<file path="src/rtl/seq_divider_if.sv">
// Start/busy/done handshake and result bus between the vALU control/mux and seq_divider.
interface seq_divider_if #(parameter int WIDTH = 32);
    logic             start;
    logic             signed_op;
    logic [WIDTH-1:0] dividend;
    logic [WIDTH-1:0] divisor;
    logic             busy;
    logic             done;
    logic [WIDTH-1:0] quotient;
    logic [WIDTH-1:0] remainder;
    logic             div_by_zero;
    logic             overflow;

    modport master (
        output start, signed_op, dividend, divisor,
        input  busy, done, quotient, remainder, div_by_zero, overflow
    );

    modport slave (
        input  start, signed_op, dividend, divisor,
        output busy, done, quotient, remainder, div_by_zero, overflow
    );
endinterface

</file>
<file path="src/rtl/seq_divider.sv">
// Multi-cycle restoring divider, one quotient bit per cycle, MSB first.
// Define DIV_SIGNED_EN to honour signed_op (two's-complement divide plus MIN/-1 overflow flag).
module seq_divider #(
    parameter int WIDTH = 32
) (
    input logic         clk,
    input logic         rst,
    seq_divider_if.slave bus
);
    localparam int CW = $clog2(WIDTH);

    typedef enum logic [1:0] {S_IDLE, S_ITER, S_FIX, S_DONE} state_t;

    state_t           r_state, w_next;
    logic [CW-1:0]    r_cnt;
    logic [WIDTH-1:0] r_rem, r_dvd, r_dsr, r_quot, r_remo;
    logic             r_dz;
    logic             w_accept, w_dz, w_ovf, w_special, w_sgn_a, w_sgn_b;
    logic             w_busy, w_done;
    logic [WIDTH-1:0] w_mag_a, w_mag_b;
    logic [WIDTH:0]   w_shift, w_trial;

`ifdef DIV_SIGNED_EN
    localparam logic [WIDTH-1:0] MIN = {1'b1, {(WIDTH-1){1'b0}}};
    logic r_qneg, r_rneg, r_ovf;

    assign w_sgn_a = bus.signed_op & bus.dividend[WIDTH-1];
    assign w_sgn_b = bus.signed_op & bus.divisor[WIDTH-1];
    assign w_ovf   = bus.signed_op && (bus.dividend == MIN) && (&bus.divisor);
`else
    assign w_sgn_a = 1'b0;
    assign w_sgn_b = 1'b0;
    assign w_ovf   = 1'b0;
`endif

    assign w_accept  = (r_state == S_IDLE) && bus.start;
    assign w_dz      = (bus.divisor == '0);
    assign w_special = w_dz | w_ovf;
    assign w_mag_a   = w_sgn_a ? -bus.dividend : bus.dividend;
    assign w_mag_b   = w_sgn_b ? -bus.divisor  : bus.divisor;
    // Partial remainder < divisor, so the W+1-bit trial never loses the borrow.
    assign w_shift   = {r_rem, r_dvd[WIDTH-1]};
    assign w_trial   = w_shift - {1'b0, r_dsr};

    always_ff @(posedge clk or posedge rst) begin
        if (rst) r_state <= S_IDLE;
        else     r_state <= w_next;
    end

    // Special cases pass through FIX so their latency is a fixed two cycles.
    always_comb begin
        w_next = r_state;
        case (r_state)
            S_IDLE:  if (bus.start) w_next = w_special ? S_FIX : S_ITER;
            S_ITER:  if (r_cnt == '0) w_next = S_FIX;
            S_FIX:   w_next = S_DONE;
            S_DONE:  w_next = S_IDLE;
            default: w_next = S_IDLE;
        endcase
    end

    always_comb begin
        w_busy = 1'b0;
        w_done = 1'b0;
        case (r_state)
            S_ITER, S_FIX: w_busy = 1'b1;
            S_DONE: begin
                w_busy = 1'b1;
                w_done = 1'b1;
            end
            default: ;
        endcase
    end

    always_ff @(posedge clk or posedge rst) begin
        if (rst) begin
            r_cnt  <= '0;
            r_rem  <= '0;
            r_dvd  <= '0;
            r_dsr  <= '0;
            r_quot <= '0;
            r_remo <= '0;
            r_dz   <= 1'b0;
`ifdef DIV_SIGNED_EN
            r_qneg <= 1'b0;
            r_rneg <= 1'b0;
            r_ovf  <= 1'b0;
`endif
        end else if (w_accept) begin
            r_cnt <= CW'(WIDTH-1);
            r_dz  <= w_dz;
            r_dsr <= w_mag_b;
`ifdef DIV_SIGNED_EN
            r_ovf  <= w_ovf;
            r_qneg <= w_special ? 1'b0 : (w_sgn_a ^ w_sgn_b);
            r_rneg <= w_special ? 1'b0 : w_sgn_a;
`endif
            // Preload the FIX inputs with the fixed results of the special cases.
            if (w_dz) begin
                r_dvd <= '1;
                r_rem <= bus.dividend;
`ifdef DIV_SIGNED_EN
            end else if (w_ovf) begin
                r_dvd <= MIN;
                r_rem <= '0;
`endif
            end else begin
                r_dvd <= w_mag_a;
                r_rem <= '0;
            end
        end else if (r_state == S_ITER) begin
            r_rem <= w_trial[WIDTH] ? w_shift[WIDTH-1:0] : w_trial[WIDTH-1:0];
            r_dvd <= {r_dvd[WIDTH-2:0], ~w_trial[WIDTH]};
            r_cnt <= r_cnt - 1'b1;
        end else if (r_state == S_FIX) begin
`ifdef DIV_SIGNED_EN
            r_quot <= r_qneg ? -r_dvd : r_dvd;
            r_remo <= r_rneg ? -r_rem : r_rem;
`else
            r_quot <= r_dvd;
            r_remo <= r_rem;
`endif
        end
    end

    assign bus.busy        = w_busy;
    assign bus.done        = w_done;
    assign bus.quotient    = r_quot;
    assign bus.remainder   = r_remo;
    assign bus.div_by_zero = r_dz;
`ifdef DIV_SIGNED_EN
    assign bus.overflow    = r_ovf;
`else
    assign bus.overflow    = 1'b0;
`endif
endmodule
</file>
<file path="src/flat_wrapper.sv">
// flat-port wrapper written by rule: the top's interface ports become plain ports
module seq_divider_flat 
#(
    parameter int WIDTH = 32
)
  (clk, rst, bus_start, bus_signed_op, bus_dividend, bus_divisor, bus_busy, bus_done, bus_quotient, bus_remainder, bus_div_by_zero, bus_overflow);
  seq_divider_if #(.WIDTH(WIDTH)) bus_i ();
  input logic clk;
  input logic rst;
  input wire logic [$bits(bus_i.start)-1:0] bus_start;
  input wire logic [$bits(bus_i.signed_op)-1:0] bus_signed_op;
  input wire logic [$bits(bus_i.dividend)-1:0] bus_dividend;
  input wire logic [$bits(bus_i.divisor)-1:0] bus_divisor;
  output wire logic [$bits(bus_i.busy)-1:0] bus_busy;
  output wire logic [$bits(bus_i.done)-1:0] bus_done;
  output wire logic [$bits(bus_i.quotient)-1:0] bus_quotient;
  output wire logic [$bits(bus_i.remainder)-1:0] bus_remainder;
  output wire logic [$bits(bus_i.div_by_zero)-1:0] bus_div_by_zero;
  output wire logic [$bits(bus_i.overflow)-1:0] bus_overflow;
  assign bus_i.start = bus_start;
  assign bus_i.signed_op = bus_signed_op;
  assign bus_i.dividend = bus_dividend;
  assign bus_i.divisor = bus_divisor;
  assign bus_busy = bus_i.busy;
  assign bus_done = bus_i.done;
  assign bus_quotient = bus_i.quotient;
  assign bus_remainder = bus_i.remainder;
  assign bus_div_by_zero = bus_i.div_by_zero;
  assign bus_overflow = bus_i.overflow;
  seq_divider #(.WIDTH(WIDTH)) u_core (.clk(clk), .rst(rst), .bus(bus_i));
endmodule
</file>
<file path="config.mk">
export PLATFORM = sky130hd
export DESIGN_NAME = seq_divider_flat
export DESIGN_NICKNAME = d
export VERILOG_FILES = /design/src/rtl/seq_divider_if.sv /design/src/rtl/seq_divider.sv /design/src/flat_wrapper.sv
export SDC_FILE = /design/constraint.sdc
export NUM_CORES = 1
export LEC_CHECK = 0
export CAP_MARGIN = 20
export CORE_AREA = 2 2 133 135
export CTS_CLUSTER_SIZE = 10
export DETAILED_ROUTE_END_ITERATION = 8
export DIE_AREA = 0 0 135 137
export PLACE_DENSITY = 0.79
export SLEW_MARGIN = 20
export SYNTH_ARGS = -nofsm -noshare
export SYNTH_HDL_FRONTEND = slang
export SYNTH_SLANG_ARGS = --single-unit
</file>
<file path="constraint.sdc">
create_clock -name clk -period 14.2 [get_ports clk]
set_input_delay 2.84 -clock clk [delete_from_list [all_inputs] [get_ports clk]]
set_output_delay 2.84 -clock clk [all_outputs]
set_load 0.05 [all_outputs]
</file>
# Yosys cells after proc, flatten, opt, wreduce, memory -nomap -nowiden
# Cells that the tools add are included.
# Widths: inputs -> output; s select.
# totals
input_bits,68
register_bits,168
output_inout_bits,68
wordCells,41
# classes
muxes,15
eq_ne,5
n_addsub,2
bitwise_logic,3
reduce_logical,8
# ops
cell,count
$mux 32,7
$sub 33x32->33,1
$logic_not 32->1,1
$mux 5,2
$pmux 2 s4,1
$mux 2,3
$logic_not 5->1,1
$sub 5x1->5 const B,1
$eq 2x2->1 const B,2
$not 1->1,3
$reduce_and 3->1,1
$reduce_or 3->1,1
$eq 2x1->1 const B,1
$logic_not 2->1,1
$mux 1,2
$ne 2x1->1 const B,1
$ne 2x2->1 const B,1
$reduce_and 2->1,1
$reduce_bool 2->1,1
$logic_and 1x1->1,1

# Depth between registers and ports, before layout
# Gate-level depths: netlist of the first run.
# logic_depth
depth_word,4
depth_mapped,14
depth_no_buf,12

# Worst setup path before layout of the first run
# Ideal clock, no wire load.
# synth_timing
path_kind,input to register
startpoint,input bus_divisor[17]
endpoint,register u_core.r_rem[13]
n_path_buf,1
arrival_time_ns,4.311
path_slack_ns,9.813
t_required_ns,14.123
setup_time_ns,0.077
path_stages,6
cell_sequence,nor4_1 > nand4_1 > nor3_1 > clkbuf_1 > a22oi_1 > o21ai_1
# synth_between
elab_chain_len,3
# synth_rtl
element,line,text
"start, declared",flat_wrapper.sv:13,input wire logic [$bits(bus_i.divisor)-1:0] bus_divisor;
$logic_not 32->1,seq_divider.sv:37,assign w_dz = (bus.divisor == '0);
$mux 32,seq_divider.sv:99,if (w_dz) begin
$mux 32,seq_divider.sv:89,end else if (w_accept) begin
"end signal, assigned",seq_divider.sv:101,r_rem <= bus.dividend;
"end signal, assigned",seq_divider.sv:112,r_rem <= w_trial[WIDTH] ? w_shift[WIDTH-1:0] : w_trial[WIDTH-1:0];
"end, declared",seq_divider.sv:16,"logic [WIDTH-1:0] r_rem, r_dvd, r_dsr, r_quot, r_remo;"
# Every way passes these cells.
# A chain may end at the register's enable or synchronous reset.

# Final worst setup path of the first run
# layout_timing
startpoint,register u_core.r_state[0]
endpoint,output bus_busy
# layout_between
elab_chain_len,3
elab_cells_between_ends,5
cone_classes,eq/ne (3); mux (1); reduce/logical (1)
# layout_rtl
element,line,text
"start, declared",seq_divider.sv:14,"state_t r_state, w_next;"
"start signal, assigned",seq_divider.sv:47,else r_state <= w_next;
$eq 2x2->1 / $eq 2x1->1 (equally long branches),seq_divider.sv:65,case (r_state)
$reduce_or 3->1 (no source line) (*),n/a,
$mux 1 (*),seq_divider.sv:65,
"end, declared",flat_wrapper.sv:14,output wire logic [$bits(bus_i.busy)-1:0] bus_busy;
# Mark *: on every way between the ends. The rest lies on a longest branch, timed or not.

==> impl_metrics.toml, run 1 <==
[cts]
numCtsBuffers = 17
cts_root_buffer = "clkbuf_16"
cts_hold_bufs = 0
post-cts-setup-buffers = 0
cts_buffer_depth = 2
tritoncts = "done"
clkLatencyLatePin_ns = 0.43
post_cts_resize_count = 0
cts-htree-levels = 4
worst_setup_hold_path_clk_slew_ns = 0.06
cts_num_sinks = 168

[placed_design]
dpl.hpwl_mm = 16.81
replace_congestion = 0.8999
placedCellCount = 1254
numPortBuffers = 133
postPlaceCellArea_sq_um = 10640

[floorplan]
placement_rows = 48
initial_core_util_pct = 53.67
num_io_pins = 136
die_area_sq_um = 18500
horizontal_die_dimension_microns = 135
die_h_microns = 137
core_sq_um = 17060

[detailed_routing]
drt-pass1-iter-count = 5
viasPerCell = 5.826
drtAntennaViolNets = 0
totalWireLength_mm = 23.27
drtIter0Drc = 530
route.detailed.wl_per_inst_microns = 18.09
routed-via-count = 7492
drc = 0

[global_routing]
grt_antenna_before_repair = 0
grt_use_total_pct = 25.64
first_global_vias = 7233
largest_net_degree_at_the_start_of_global_routing = 101
gr-total-overflow = 0
grt_pass1_wl_mm = 36.72

[worst_setup_path]
rr_worst_depth = 11
timing.critical_path.fanout_max = 4
endpoint_kind = "output port"
crit-reg2reg-launch = "u_core.r_dvd[31]"
worstPathArrival_ns = 2.11
critPathLaunchType = "flop"
cp_data_required_time_ns = 11.36
critical_path.reg2reg.endpoint = "u_core.r_rem[26]"
timing.setup.critical_path_class = "reg2out"
r2r_setup_slack_ns = 10.46

[logic_synthesis]
synth-compound-area-share_pct = 17.88
synth_top_family_by_area = "compound AO/OA/AOI/OAI gates"
ys.flop_type = "dfrtp_1"
synth.area.mux_share_pct = 11.70
synth-seq-cells = 168
synth_area_sq_um = 9154
synthSimpleGateAreaFrac_pct = 11.84
synth.yosys.warnings = 0
synthesis.area_per_instance_sq_um = 9.748
synth_cell_type_count = 60
post_synth_inst_count = 939
synth_xor_area_share_pct = 2.665
synthDominantCellAreaShare_pct = 45.93
synth.top_cells.by_area = "dfrtp_1, mux2_2, ha_1, a21oi_1, nand2_1"
synth-adder-area-share_pct = 5.549
synth_top_cell_by_area = "dfrtp_1"
synth_enable_flop_cells = 0
synth.yosys.seq_area_share_pct = 45.93
async_s_r_ff_share_synth_pct = 100.0
postSynthNetCount = 1047

[sta]
final_max_slew_viol_count = 0
skew_ns = 0.009437
period_minus_slack_ns = 4.948
timing.fmax_ghz = 0.2021
totalNegativeSetupSlack_ns = 0
final_hold_viol_count = 0
layout_worst_path_cycle_share_pct = 34.84
timing.max_slew.rel_slack_pct = 26.18
finalSetupViolations = 0
grt_setup_unrepaired = "false"
worstMarginPinSlew_ns = 1.103

[final_layout]
final_net_count = 1156
num_antenna_cells = 0
area_growth_syn_to_layout_pct = 22.55
finish.instance_area_sq_um = 11220
final-instance-count-excl-fill = 1286
post_route_cells_drive_above_1_share_pct = 11.40

[min_path]
worst_hold_startpoint = "u_core.bus.div_by_zero"
min_delay_worst_endpoint = "u_core.bus.div_by_zero"
hold_path_depth = 1
hold_class = "reg2reg"

[status]
status = "finished, final reports clean"

[run]
drv.max_cap_violation_count = 0
logic make-up after synthesis:
family / count (synthesis)
buffers and inverters: 100
AO/OA/AOI/OAI: 268
XOR/XNOR: 27
multiplexers: 99
adder cells (fa/ha/maj): 40
flip-flops: 168
other: 1
AND/OR/NAND/NOR: 236
sequential cells by signal (all words and copies together) (netlist names):
name,cells
u_core.bus.quotient,32
u_core.bus.remainder,32
u_core.r_dvd,32
u_core.bus.div_by_zero,1
u_core.r_state,2
u_core.r_rem,32
u_core.r_dsr,32
u_core.r_cnt,5
metal layers:
| metal | global-route usage (%) | up-vias | wire (microns) |
|---|---|---|---|
| met4 | 7.928 | 0 | 544 |
| met2 | 44.22 | 222 | 11690 |
| li1 | - | 3567 | - |
| met1 | 32.71 | 3658 | 9843 |
| met3 | 5.111 | 45 | 1188 |
| met5 | 0 | - | 0 |
cell usage after synthesis (10+ instances only):
cell / instances
a31oi_1: 16
a22o_1: 10
nor2_1: 37
xnor2_1: 13
dfrtp_1: 168
xor2_1: 13
nor3_1: 49
a21o_1: 13
o21ai_1: 19
ha_1: 39
nand2_1: 97
nor4_1: 10
mux2i_1: 35
a21oi_1: 86
o21ai_0: 60
inv_1: 49
mux2_2: 64
clkbuf_1: 39
worst max path at each step:
| stage | start | end | slack [ns] |
|---|---|---|---|
| 2_1_floorplan | rst | u_core.bus.div_by_zero | 6.81 |
| 3_3_place_gp | bus_divisor[24] | u_core.r_rem[11] | 8.87 |
| 4_1_cts | u_core.r_state[0] | bus_busy | 9.25 |
| 3_5_place_dp | bus_divisor[24] | u_core.r_rem[11] | 8.89 |
| 6_report | u_core.r_state[0] | bus_busy | 9.25 |
| 5_1_grt | u_core.r_state[0] | bus_busy | 9.16 |
placed cells by master (no fill, tap or decap), types with 7 or more instances in the layout:
cell type / Yosys / routed
xnor2_1: 13 / 13
o21a_1: 9 / 9
a22oi_1: 9 / 9
a21o_1: 13 / 13
nor2_1: 37 / 36
a211oi_1: 7 / 7
xor2_1: 13 / 12
a21oi_1: 86 / 86
nand2_1: 97 / 96
o21ai_0: 60 / 60
clkdlybuf4s50_1: 0 / 133
ha_1: 39 / 37
nor3_1: 49 / 48
a22o_1: 10 / 10
buf_4: 2 / 8
a31oi_1: 16 / 16
mux2_2: 64 / 64
inv_1: 49 / 48
dfrtp_1: 168 / 168
nor4_1: 10 / 10
clkbuf_16: 0 / 17
o21ai_1: 19 / 19
nand3_1: 9 / 9
mux2i_1: 35 / 35
cell type report:
cell class | instances | area [sq um]
Fill cell | 1388 | 5838
Multi-Input combinational cell | 671 | 4571
Sequential cell | 168 | 4204
Timing Repair Buffer | 141 | 1391
Clock buffer | 21 | 470.5
Tap cell | 225 | 281.5
Inverter | 49 | 188.9
Clock inverter | 11 | 111.4
stage by stage:
stage | setup WS [ns] | util, % | hold WS, ns
after floorplan | 6.813 | - | 0.4523
after global placement | 8.868 | 62.36 | 0.4625
after detailed placement | 8.887 | 62.36 | 0.4778
after CTS | 9.246 | 65.77 | 0.4920
after global routing | 9.156 | 65.77 | 0.5029
final | 9.252 | 65.77 | 0.4860
worst max-delay path, stage by stage (launching register included):
cell and delay [ns]:
dfrtp_1 0.41, inv_1 0.10, ha_1 0.22, inv_1 0.10, clkdlybuf4s50_1 0.84
Power of run 1 is left out: the tool's default activity adds up to more than one toggle a clock period on the data nets, which glitch-free logic cannot reach.
==> inputs of run 2 (changes only) <==
==> constraint.sdc (replaced) <==
create_clock -name clk -period 4.6 [get_ports clk]
set_input_delay 0.92 -clock clk [delete_from_list [all_inputs] [get_ports clk]]
set_output_delay 0.92 -clock clk [all_outputs]
set_load 0.05 [all_outputs]
==> impl_metrics.toml, run 2 (synthesis gave the netlist of run 1 again) <==
[sta]
timing.max_slew.rel_slack_pct = 31.77
worstMarginPinSlew_ns = 1.020
skew_ns = 0.007839
finalSetupViolations = 0
layout_worst_path_cycle_share_pct = 79.84
final_max_slew_viol_count = 0
timing.fmax_ghz = 0.2723
final_hold_viol_count = 0
totalNegativeSetupSlack_ns = 0
grt_setup_unrepaired = "false"
period_minus_slack_ns = 3.673

[global_routing]
first_global_vias = 7537
gr-total-overflow = 0
grt_antenna_before_repair = 0
grt_use_total_pct = 26.99
grt_pass1_wl_mm = 38.49
largest_net_degree_at_the_start_of_global_routing = 84

[final_layout]
area.sequential_sq_um = 4204
area_growth_syn_to_layout_pct = 23.50
fillerInstances = 1387
mostFrequentLayoutCell = "dfrtp_1"
post_route_cells_drive_above_1_share_pct = 11.49
num_antenna_cells = 0
final_cell_mix = "dfrtp_1, clkdlybuf4s50_1, nand2_1, a21oi_1, mux2_2"
final_net_count = 1158
multi_input_area_sq_um = 4571

[cts]
cts_root_buffer = "clkbuf_16"
tritoncts = "done"
cts_num_sinks = 168
post_cts_resize_count = 0
cts_hold_bufs = 0
cts_buffer_depth = 2
post-cts-setup-buffers = 0
worst_setup_hold_path_clk_slew_ns = 0.07
clkLatencyLatePin_ns = 0.44
numCtsBuffers = 17
cts-htree-levels = 4

[placed_design]
replace_congestion = 0.9297
numPortBuffers = 133
dpl.hpwl_mm = 17.43

[min_path]
hold_class = "reg2reg"

[worst_setup_path]
critPathLaunchType = "flop"
endpoint_kind = "flop"
cp.buffers_inverters = 2
worstSetupEndpoint = "u_core.r_rem[19]"
cp_top_family = "compound AO/OA/AOI/OAI gates"
timing.critical_path.fanout_max = 34
critical_path.max_stage_delay_ns = 0.63
r2r_setup_slack_ns = 0.93
critical_path.reg2reg.endpoint = "u_core.r_rem[19]"
cp-startpoint = "u_core.r_dvd[31]"
timing.setup.critical_path_class = "reg2reg"
crit_path_cell_count = 13
crit-reg2reg-launch = "u_core.r_dvd[31]"
cp_slowest_cell = "xor2_2"
crit_chain = "inv_1, ha_1, fa_1, nor2b_1, o31ai_1, a31o_2, a211oi_1, a211oi_2, xor2_2, buf_12, nand2_1, a31oi_1, a22o_1"
cp_data_required_time_ns = 4.97
worstPathArrival_ns = 4.04
rr_worst_depth = 13

[floorplan]
initial_core_util_pct = 53.67
core_sq_um = 17060
num_io_pins = 136
horizontal_die_dimension_microns = 135
die_area_sq_um = 18500
die_h_microns = 137
placement_rows = 48

[detailed_routing]
drtIter0Drc = 602
viasPerCell = 5.894
drtAntennaViolNets = 0
routed-via-count = 7585
drc = 0
totalWireLength_mm = 24.16
drt-pass1-iter-count = 6
route.detailed.wl_per_inst_microns = 18.77

[status]
status = "finished, final reports clean"

[run]
drv.max_cap_violation_count = 0
==> run 2: cell types whose count changed in the layout (fill, tap and decap cells not counted), sizes merged <==
cell | before | now
clkinv | 5 | 2
bufinv | 1 | 3
buf | 8 | 10
clkinvlp | 1 | 3
clkbuf | 21 | 20
inv | 53 | 52
==> run 2: layer usage <==
layer  wire length (microns)  up-vias  track usage, %
met5                       0        -               0
met4                     837        0           11.52
met3                    1229       62           4.481
met2                   12040      238           46.98
met1                   10050     3705           33.33
li1                        -     3580               -
==> run 2: worst reg2reg max path, stage by stage, from the launching register on <==
cell	delay, ns
dfrtp_1	0.48
inv_1	0.08
ha_1	0.22
fa_1	0.39
nor2b_1	0.24
o31ai_1	0.12
a31o_2	0.26
a211oi_1	0.34
a211oi_2	0.14
xor2_2	0.63
buf_12	0.27
nand2_1	0.08
a31oi_1	0.21
a22o_1	0.15
==> run 2: final cells by class <==
type,count,area share (%)
Tap cell,225,2.490
Sequential cell,168,37.19
Inverter,49,1.660
Clock inverter,11,1.417
Multi-Input combinational cell,671,40.43
Timing Repair Buffer,143,12.77
Clock buffer,20,4.040
==> run 2: worst min path at each step <==
stage / from / cells after the start / end / slack, ns
global route: u_core.bus.div_by_zero / 1 / u_core.bus.div_by_zero / 0.48
CTS: u_core.bus.div_by_zero / 1 / u_core.bus.div_by_zero / 0.48
floorplan: u_core.r_dsr[0] / 2 / u_core.r_dsr[0] / 0.45
global placement: u_core.bus.div_by_zero / 1 / u_core.bus.div_by_zero / 0.46
finish: u_core.bus.div_by_zero / 1 / u_core.bus.div_by_zero / 0.48
detailed placement: u_core.bus.div_by_zero / 1 / u_core.bus.div_by_zero / 0.47
==> run 2: stage by stage <==
stage | hold WS, ns | setup slack, ns | area [sq um] | std cells | utilization [%]
floorplan | 0.4523 | 1.539 | 9158 | 939 | -
global placement | 0.4617 | 1.016 | 10690 | 1256 | 62.66
detailed placement | 0.4651 | 1.015 | 10690 | 1256 | 62.66
CTS | 0.4797 | 0.9875 | 11300 | 1287 | 66.28
global route | 0.4840 | 0.7369 | 11300 | 1287 | 66.28
finish | 0.4774 | 0.9272 | 11300 | 1287 | 66.28
Power of run 2 is left out for the same reason.
==> inputs of run 3 (changes only) <==
==> constraint.sdc (replaced) <==
create_clock -name clk -period 3.7 [get_ports clk]
set_input_delay 0.74 -clock clk [delete_from_list [all_inputs] [get_ports clk]]
set_output_delay 0.74 -clock clk [all_outputs]
set_load 0.05 [all_outputs]
==> impl_metrics.toml, run 3 (synthesis gave the netlist of run 1 again) <==
[status]
status = "finished, final reports clean"

[cts]
worst_setup_hold_path_clk_slew_ns = 0.07
cts_buffer_depth = 2
clkLatencyLatePin_ns = 0.44
cts-htree-levels = 4
tritoncts = "done"
post_cts_resize_count = 0
post-cts-setup-buffers = 0
cts_num_sinks = 168
cts_root_buffer = "clkbuf_16"
numCtsBuffers = 17
cts_hold_bufs = 0

[sta]
finalSetupViolations = 0
worstMarginPinSlew_ns = 0.7694
timing.max_slew.rel_slack_pct = 48.71
period_minus_slack_ns = 3.353
layout_worst_path_cycle_share_pct = 90.63
timing.fmax_ghz = 0.2982
final_max_slew_viol_count = 0
grt_setup_unrepaired = "false"
totalNegativeSetupSlack_ns = 0
worst_slack_ns = 0.3466
skew_ns = 0.01048
final_hold_viol_count = 0

[worst_setup_path]
cp_top_family = "compound AO/OA/AOI/OAI gates"
cp.buffers_inverters = 1
timing.critical_path.fanout_max = 38
timing.setup.critical_path_class = "reg2reg"
critical_path.max_stage_delay_ns = 0.43
cp_slowest_cell = "dfrtp_1"
critPathMostFrequentCell = "o21ai_1"
cp_data_required_time_ns = 4.02
crit_chain = "ha_1, a21oi_1, o21ai_1, a211o_1, a41o_1, a211oi_2, xor2_2, buf_12, o21ai_1, a221o_1"
critPathLaunchType = "flop"
endpoint_kind = "flop"
worstPathArrival_ns = 3.68

[floorplan]
horizontal_die_dimension_microns = 135
core_sq_um = 17060
die_area_sq_um = 18500
num_io_pins = 136
placement_rows = 48
die_h_microns = 137
initial_core_util_pct = 53.67

[global_routing]
first_global_vias = 7487
gr-total-overflow = 0
largest_net_degree_at_the_start_of_global_routing = 75
grt_antenna_before_repair = 0
grt_pass1_wl_mm = 38.09
grt_use_total_pct = 26.63

[final_layout]
final_cell_mix = "dfrtp_1, clkdlybuf4s50_1, nand2_1, a21oi_1, mux2_2"
mostFrequentLayoutCell = "dfrtp_1"
post_layout_util_pct = 66.70
area_growth_syn_to_layout_pct = 24.29
num_antenna_cells = 0
post_route_cells_drive_above_1_share_pct = 12.16
fillerInstances = 1387
final_net_count = 1164

[detailed_routing]
totalWireLength_mm = 23.84
routed-via-count = 7542
drt-pass1-iter-count = 6
drtAntennaViolNets = 0
drtIter0Drc = 520
route.detailed.wl_per_inst_microns = 18.42
viasPerCell = 5.828
drc = 0

[placed_design]
replace_congestion = 0.9374
detailedPlace.worstSlack_ns = 0.4036
dpl.hpwl_mm = 17.28
numPortBuffers = 133

[min_path]
hold_class = "reg2reg"

[run]
drv.max_cap_violation_count = 0
[run 3: layout make-up]
type | count | area (sq um) | share of cell area [%]
repair buffers | 149 | 1514 | 13.31
inverters | 49 | 187.7 | 1.650
flip-flops and latches | 168 | 4204 | 36.95
multi-input cells | 671 | 4571 | 40.17
clock inverters | 12 | 152.6 | 1.342
well taps | 225 | 281.5 | 2.474
clock buffers | 20 | 466.7 | 4.102
[run 3: metrics by stage]
step           hold slack, ns  instances  area (sq um)
5_1_grt                0.5219       1294         11380
2_1_floorplan          0.4523        939          9158
6_report               0.4994       1294         11380
3_3_place_gp           0.4679       1262         10760
4_1_cts                0.5008       1294         11380
3_5_place_dp           0.4754       1262         10760
[run 3: routing by layer]
metal  GRT usage [%]  share of wire (%)
met1           32.93                 42
met2           46.87                 51
met3           4.704                4.8
met4           9.838                2.5
met5               0                  0
[run 3: final timing paths]
path,depth (start not counted),startpoint,slack [ns],endpoint
max in group asynchronous,3,rst,2.39,u_core.bus.quotient[25]
hold reg to reg,1,u_core.bus.div_by_zero,0.50,u_core.bus.div_by_zero
setup reg to reg,10,u_core.r_rem[16],0.35,u_core.r_rem[0]
hold / removal,1,u_core.bus.div_by_zero,0.50,u_core.bus.div_by_zero
setup / recovery,10,u_core.r_rem[16],0.35,u_core.r_rem[0]
min in group asynchronous,3,rst,0.78,u_core.bus.quotient[9]
Power of run 3 is left out for the same reason.
